<file path="config.mk">
export PLATFORM = sky130hd
export DESIGN_NAME = i3c_bus_monitor
export DESIGN_NICKNAME = d
export VERILOG_FILES = /design/src/rtl/i3c_bus_monitor.sv
export SDC_FILE = /design/constraint.sdc
export NUM_CORES = 1
export LEC_CHECK = 0
export ABC_CLOCK_PERIOD_IN_PS = 6050
export BUFFER_PORTS_ARGS = -buffer_cell sky130_fd_sc_hd__buf_2
export CAP_MARGIN = 20
export CORE_ASPECT_RATIO = 1.75
export CORE_MARGIN = 5
export CORE_UTILIZATION = 55
export DETAILED_ROUTE_END_ITERATION = 7
export PLACE_DENSITY = 0.8
export REMOVE_ABC_BUFFERS = 1
export SYNTH_ARGS = -nofsm -noshare
export SYNTH_HDL_FRONTEND = slang
export SYNTH_SLANG_ARGS = --single-unit
</file>
<file path="constraint.sdc">
create_clock -name clk_i -period 6.05 [get_ports clk_i]
set_input_delay 1.815 -clock clk_i [delete_from_list [all_inputs] [get_ports clk_i]]
set_output_delay 1.815 -clock clk_i [all_outputs]
set_load 0.01 [all_outputs]
</file>
<file path="src/rtl/i3c_bus_monitor.sv">
// I3C bus-condition monitor: registered SCL/SDA levels, edge pulses and
// setup/hold-qualified START, Repeated START and STOP detection.
module i3c_bus_monitor #(
  parameter int unsigned TimerW = 20
) (
  input  logic              clk_i,
  input  logic              rst_i,
  input  logic              enable_i,
  input  logic              scl_i,
  input  logic              sda_i,
  input  logic [TimerW-1:0] t_su_sta_i,
  input  logic [TimerW-1:0] t_hd_sta_i,
  input  logic [TimerW-1:0] t_su_sto_i,
  input  logic [TimerW-1:0] t_hd_sto_i,
  output logic              scl_high_o,
  output logic              scl_low_o,
  output logic              sda_high_o,
  output logic              sda_low_o,
  output logic              scl_posedge_o,
  output logic              scl_negedge_o,
  output logic              sda_posedge_o,
  output logic              sda_negedge_o,
  output logic              start_detected_o,
  output logic              stop_detected_o,
  output logic              bus_busy_o
);

  typedef enum logic [1:0] {
    StIdle      = 2'd0,
    StStartHold = 2'd1,
    StStopHold  = 2'd2
  } state_e;

  state_e            state_q, state_d;
  logic              scl_q, scl_prev, sda_q, sda_prev;
  logic [TimerW-1:0] scl_high_cnt_q, scl_high_cnt_d;
  logic [TimerW-1:0] hold_cnt_q, hold_cnt_d;
  logic [TimerW-1:0] hold_inc;
  logic [TimerW-1:0] sta_thr, sto_thr;
  logic              start_cond, stop_cond;
  logic              start_pulse, stop_pulse;
  logic              bus_busy_q;

  // Two sample stages per line; idle bus level is high.
  always_ff @(posedge clk_i) begin
    if (rst_i) begin
      scl_q    <= 1'b1;
      scl_prev <= 1'b1;
      sda_q    <= 1'b1;
      sda_prev <= 1'b1;
    end else begin
      scl_q    <= scl_i;
      scl_prev <= scl_q;
      sda_q    <= sda_i;
      sda_prev <= sda_q;
    end
  end

  assign scl_high_o    = scl_q;
  assign scl_low_o     = ~scl_q;
  assign sda_high_o    = sda_q;
  assign sda_low_o     = ~sda_q;
  assign scl_posedge_o = scl_q & ~scl_prev;
  assign scl_negedge_o = ~scl_q & scl_prev;
  assign sda_posedge_o = sda_q & ~sda_prev;
  assign sda_negedge_o = ~sda_q & sda_prev;

  // Counts SCL-high cycles preceding the current one, saturating.
  always_comb begin
    scl_high_cnt_d = '0;
    if (scl_high_o) begin
      scl_high_cnt_d = (scl_high_cnt_q == '1) ? scl_high_cnt_q
                                              : scl_high_cnt_q + TimerW'(1);
    end
  end

  always_ff @(posedge clk_i) begin
    if (rst_i) begin
      scl_high_cnt_q <= '0;
    end else begin
      scl_high_cnt_q <= scl_high_cnt_d;
    end
  end

  assign sta_thr  = (t_hd_sta_i == '0) ? TimerW'(1) : t_hd_sta_i;
  assign sto_thr  = (t_hd_sto_i == '0) ? TimerW'(1) : t_hd_sto_i;
  assign hold_inc = hold_cnt_q + TimerW'(1);

  assign start_cond = sda_negedge_o & scl_high_o & (scl_high_cnt_q >= t_su_sta_i);
  assign stop_cond  = sda_posedge_o & scl_high_o & (scl_high_cnt_q >= t_su_sto_i);

  // New qualifying edges take priority over the hold in progress, which gives
  // Repeated START and START-hold-to-STOP without an intervening idle cycle.
  always_comb begin
    state_d     = state_q;
    hold_cnt_d  = hold_cnt_q;
    start_pulse = 1'b0;
    stop_pulse  = 1'b0;
    if (!enable_i) begin
      state_d    = StIdle;
      hold_cnt_d = '0;
    end else if (start_cond) begin
      state_d    = StStartHold;
      hold_cnt_d = '0;
    end else if (stop_cond) begin
      state_d    = StStopHold;
      hold_cnt_d = '0;
    end else begin
      unique case (state_q)
        StStartHold: begin
          if (scl_low_o || sda_high_o) begin
            state_d    = StIdle;
            hold_cnt_d = '0;
          end else if (hold_inc >= sta_thr) begin
            start_pulse = 1'b1;
            state_d     = StIdle;
            hold_cnt_d  = '0;
          end else begin
            hold_cnt_d = hold_inc;
          end
        end
        StStopHold: begin
          if (scl_low_o || sda_low_o) begin
            state_d    = StIdle;
            hold_cnt_d = '0;
          end else if (hold_inc >= sto_thr) begin
            stop_pulse = 1'b1;
            state_d    = StIdle;
            hold_cnt_d = '0;
          end else begin
            hold_cnt_d = hold_inc;
          end
        end
        default: begin
          state_d    = StIdle;
          hold_cnt_d = '0;
        end
      endcase
    end
  end

  always_ff @(posedge clk_i) begin
    if (rst_i) begin
      state_q    <= StIdle;
      hold_cnt_q <= '0;
      bus_busy_q <= 1'b0;
    end else begin
      state_q    <= state_d;
      hold_cnt_q <= hold_cnt_d;
      if (start_pulse) begin
        bus_busy_q <= 1'b1;
      end else if (stop_pulse) begin
        bus_busy_q <= 1'b0;
      end
    end
  end

  assign start_detected_o = start_pulse;
  assign stop_detected_o  = stop_pulse;
  assign bus_busy_o       = bus_busy_q;

endmodule
</file>
# Yosys cells after proc, flatten, opt, wreduce, memory -nomap -nowiden
# Cells that the tools add are included.
dict set report totals {
  regBits 47
  latchBits 0
  mem_bits_rw 0
  romBits 0
  input_bits 85
  output_inout_bits 11
  word_cells 74
  memories 0
}
dict set report op_classes {
  n_addsub 2
  n_mul 0
  div_mod_pow 0
  n_lt_le_gt_ge 4
  eq_ne 7
  shift 0
  n_mux 28
  bitwise_logic 13
  n_reduce_logical 11
}
# op n
set op_table {}
lappend op_table {{20-bit two-way mux} 6}
lappend op_table {{20-bit greater-or-equal comparator} 4}
lappend op_table {{20-bit by 1-bit adder with 20-bit output (second input constant)} 2}
lappend op_table {{20-bit zero test} 2}
lappend op_table {{20-bit case mux with 2 select lines} 1}
lappend op_table {{20-bit == test (second input constant)} 1}
lappend op_table {{1-bit two-way mux} 15}
lappend op_table {{2-bit two-way mux} 5}
lappend op_table {{5-bit inequality test (second input constant)} 2}
lappend op_table {{1-bit bitwise AND} 8}
lappend op_table {{4-bit inequality test (second input constant)} 2}
lappend op_table {{1-bit NOT} 5}
lappend op_table {{2-bit case mux with 2 select lines} 1}
lappend op_table {{2-bit AND reduction} 2}
lappend op_table {{2-bit OR reduction} 2}
lappend op_table {{4-bit OR reduction} 1}
lappend op_table {{3-bit OR reduction} 1}
lappend op_table {{2-bit by 1-bit == test with 1-bit output (second input constant)} 1}
lappend op_table {{2-bit == test (second input constant)} 1}
lappend op_table {{1-bit logical OR} 2}
lappend op_table {{2-bit nonzero test} 1}

# Logic depth before layout (Yosys ltp)
dict set report logic_depth {
  word_depth 11
  ltp_mapped 14
  mapped_depth_nobuf 13
}

# Worst setup path after synthesis
# No wires, ideal clock.
dict set report synth_path {
  kind {input to output}
  startpoint {input t_hd_sta_i[12]}
  endpoint {output start_detected_o}
  arrival_ps 4080
  required_ps 4235
  setup_slack_ps 155
  stages 10
  path_buffers 0
  cell_sequence {nor4_1 > nand4_1 > o41ai_1 > ha_1 > nand2b_4 > a2111oi_4 > nor4_1 > o31a_1 > or3_1 > and4_1}
}
dict set report synth_between {
  elab_chain_len 9
}
# item line_no
set synth_rtl {}
lappend synth_rtl {{start: declaration} 12} ;# input logic [TimerW-1:0] t_hd_sta_i,
lappend synth_rtl {{20-bit zero test} 85} ;# assign sta_thr = (t_hd_sta_i == '0) ? TimerW'(1) : t_hd_sta_i;
lappend synth_rtl {{20-bit two-way mux (*)} 85}
lappend synth_rtl {{20-bit greater-or-equal comparator (*)} 114} ;# end else if (hold_inc >= sta_thr) begin
lappend synth_rtl {{1-bit two-way mux (*)} 114}
lappend synth_rtl {{1-bit two-way mux (*)} 111} ;# if (scl_low_o || sda_high_o) begin
lappend synth_rtl {{1-bit two-way mux (*)} 109} ;# unique case (state_q)
lappend synth_rtl {{1-bit two-way mux (*)} 105} ;# end else if (stop_cond) begin
lappend synth_rtl {{1-bit two-way mux (*)} 102} ;# end else if (start_cond) begin
lappend synth_rtl {{1-bit two-way mux (*)} 99} ;# if (!enable_i) begin
lappend synth_rtl {{end: declaration} 23} ;# output logic start_detected_o,
# Every way passes the cells marked *; elsewhere a longest branch is shown, timed or not.

# Worst setup path in the final report
dict set report layout_path {
  startpoint {input t_hd_sta_i[10]}
  endpoint {output start_detected_o}
}
# The elaborated chain is that of the path after synthesis.

==> flow_metrics.py <==
metrics = {
    "synthesis": {
        "synth_edf_count": 0,
        "avgSynthCellArea_um2": 8.20,
        "ys_types": 52,
        "yosys_warnings": 0,
        "synth_area_um2": 4260,
        "synthFlopType": "dfxtp_1",
        "ys_seq_area_frac": 0.221,
        "synthArstFlopShare": 0,
        "synth_cells": 520,
        "yosys_register_bits": 47,
    },
    "worst_setup_path": {
        "max_stage_delay_ps": 370,
        "cp_top_family": "simple AND/OR/NAND/NOR gates",
        "r2r_cells": 15,
        "worstSetupPathType": "in2out",
        "end_kind": "output port",
        "reg2reg_from": "hold_cnt_q[0]",
        "crit_buf_inv": 2,
        "reg2reg_slack_ps": 1640,
        "crit_path_top_delay_cell": "or3_1",
        "path_cells": "buf_2 -> nor4_2 -> nand4_1 -> o41ai_2 -> ha_1 -> nand2b_4 -> a2111oi_4 -> nor4_2 -> o31a_1 -> or3_1 -> and4_1 -> buf_2",
        "cp_max_fo": 2,
        "arrival_ps": 4510,
        "r2r-end": "hold_cnt_q[1]",
        "start_kind": "input port",
        "required_ps": 4240,
    },
    "global_routing": {
        "grt_usage": 0.244,
        "grt_max_degree": 21,
        "first_global_vias": 4398,
        "grt-ovfl-total": 0,
        "antenna_found_initial": 0,
        "grt_pass1_wl_um": 19400,
    },
    "min_path": {
        "worstHoldStart": "bus_busy_o",
        "hold_path.class": "reg2reg",
        "min_to": "bus_busy_o",
        "holdPathStages": 2,
    },
    "detailed_routing": {
        "firstDrtPassIters": 4,
        "drc": 0,
        "wl_um": 11700,
        "vias": 4118,
        "post_drt_via_cell_ratio": 5.61,
        "ant_nets": 0,
        "drtIter0Drc": 141,
        "avgRoutedWirePerCell_um": 16.0,
    },
    "layout": {
        "area_growth_pct": 26.6,
        "regArea_um2": 941,
        "mostFrequentLayoutCell": "inv_1",
        "finalNetCount": 816,
        "drive_gt1_frac": 0.279,
        "multi_input_area_um2": 3110,
        "n_antenna_cell": 0,
        "fill_cells": 585,
        "final_cell_mix": "inv_1, buf_2, ha_1",
    },
    "die": {
        "dieArea_um2": 9680,
        "core_area_um2": 7570,
        "start_util": 0.563,
        "rows": 42,
        "die_x_um": 76.6,
        "dieHeight_um": 126,
        "ios": 96,
    },
    "sta": {
        "relSlewSlack": 0.515,
        "worstMarginPinSlew_ps": 726,
        "post-route-period-util": 1.04,
        "clock-skew-final_ps": 3.87,
        "hold_viol_final": 0,
        "worst_slack_ps": -271,
        "final_max_slew_viol_count": 0,
        "period_needed_ps": 6320,
        "rsz0062_at_grt": "yes",
        "hold_slack_ps": 456,
        "setup-violations-final": 1,
        "fmaxAchievable_mhz": 158,
    },
    "place": {
        "place_hpwl_um": 9660,
        "portBuffers": 95,
        "gp_congestion": 0.956,
    },
    "power_and_ir_drop": {
        "powerDensity_nw_per_um2": 128,
        "total_power_mw": 0.692,
        "power_leakage_nw": 2.80,
        "ir_worst_vdd_uv": 159,
    },
    "clock_network": {
        "cts_root_buffer": "clkbuf_16",
        "cts_sinks": 47,
        "clockBufferDepth": 2,
        "hold_buffers": 0,
        "cts_tree": "yes",
        "clkLatencyLatePin_ps": 290,
        "cts.reportedPaths.clkPinSlew_ps": 60,
        "cts_buffers": 5,
        "htreeDepth": 2,
    },
    "outcome": {
        "violations": "setup timing",
        "status": "finished, violations left",
    },
    "job": {
        "cap_violations": 0,
    },
}
[Yosys cell counts, types with 4 or more instances]
cell type	count	area share
nand2_1	32	0.028
ha_1	84	0.25
or2_2	4	0.0059
and3_1	7	0.010
nand4_1	13	0.019
nor2b_2	14	0.029
nor3_1	10	0.012
o21ai_0	14	0.016
nor2b_1	5	0.0073
nand3_1	22	0.026
xor2_1	14	0.029
a21o_1	4	0.0070
and4_1	7	0.014
o211ai_1	4	0.0070
a21oi_1	25	0.029
nor2b_4	4	0.013
dfxtp_1	47	0.22
nor2_1	44	0.039
nor4_1	10	0.015
xnor2_1	18	0.037
inv_1	90	0.079
[layer usage]
layer  vias up  global-route usage  share of wire  wire length [um]
li1       2044                   -              -                 -
met1      1905               0.222           0.34              3980
met5         -                   0              0                 0
met3        36              0.0468          0.047               550
met2       133               0.487           0.57              6650
met4         0               0.130          0.048               568
[worst register-to-register path, cell delays in order (launching register included)]
cell and delay (ps):
dfxtp_1 500, nand2_1 120, nor3_1 460, nand2_1 220, nor3_1 300, xor2_1 300, ha_1 210, nand2_1 80
nor4_1 540, a31oi_2 190, buf_4 180, buf_4 120, and4_1 230, o211ai_2 390, buf_4 360, nor2_1 90
[area by class of cell]
| class | instances | area share |
|---|---|---|
| clock buffers | 6 | 0.0239 |
| well taps | 88 | 0.0204 |
| inverters | 90 | 0.0626 |
| repair buffers | 124 | 0.143 |
| multi-input cells | 379 | 0.576 |
| flip-flops and latches | 47 | 0.174 |
[registers in the layout, summed over array words and instances, names as in the netlist]
signal          flops
hold_cnt_q         20
scl_high_cnt_q     20
scl_high_o          1
sda_prev            1
sda_high_o          1
bus_busy_o          1
scl_prev            1
state_q             2
[metrics by stage]
| step | setup TNS [ps] | std cells | cell area [um^2] | worst slack, ps | util |
|---|---|---|---|---|---|
| floorplan | 0 | 516 | 4230 | 155 | - |
| global placement | -319 | 726 | 5020 | -212 | 0.664 |
| detailed placement | -461 | 726 | 5020 | -284 | 0.664 |
| CTS | -171 | 733 | 5290 | -171 | 0.699 |
| global route | -459 | 734 | 5400 | -371 | 0.713 |
| finish | -271 | 734 | 5400 | -271 | 0.713 |
[logic make-up after synthesis]
group / Yosys count / share of synthesized area
xor+xnor: 32 / 0.0657
compound gates: 74 / 0.120
mux: 2 / 0.00470
simple gates: 187 / 0.256
fa+ha+maj: 84 / 0.246
flops: 47 / 0.221
buf+inv: 94 / 0.0863
[worst max path at each step]
stage                    from          endpoint  slack, ps  cells after the start
3_5_place_dp    t_hd_sta_i[1]  start_detected_o       -280                     12
6_report       t_hd_sta_i[10]  start_detected_o       -270                     12
4_1_cts         t_hd_sta_i[2]  start_detected_o       -170                     12
2_1_floorplan  t_hd_sta_i[12]  start_detected_o        150                     10
5_1_grt        t_hd_sta_i[10]  start_detected_o       -370                     12
3_3_place_gp    t_hd_sta_i[4]  start_detected_o       -210                     12
[where the power goes]
group / switching [mW] / leakage (nW) / total, mW / internal [mW]
clock network: 0.105 / 0.0628 / 0.254 / 0.148
registers: 0.00297 / 0.380 / 0.315 / 0.312
logic: 0.0597 / 2.36 / 0.123 / 0.0638
[repair_timing]
action / CTS / global route
setup endpoints to repair: 2 / 2
pin swaps: 5 / 10
setup buffers: 1 / 1
resized for setup: 20 / 15
(Power assumes the default switching activity.)
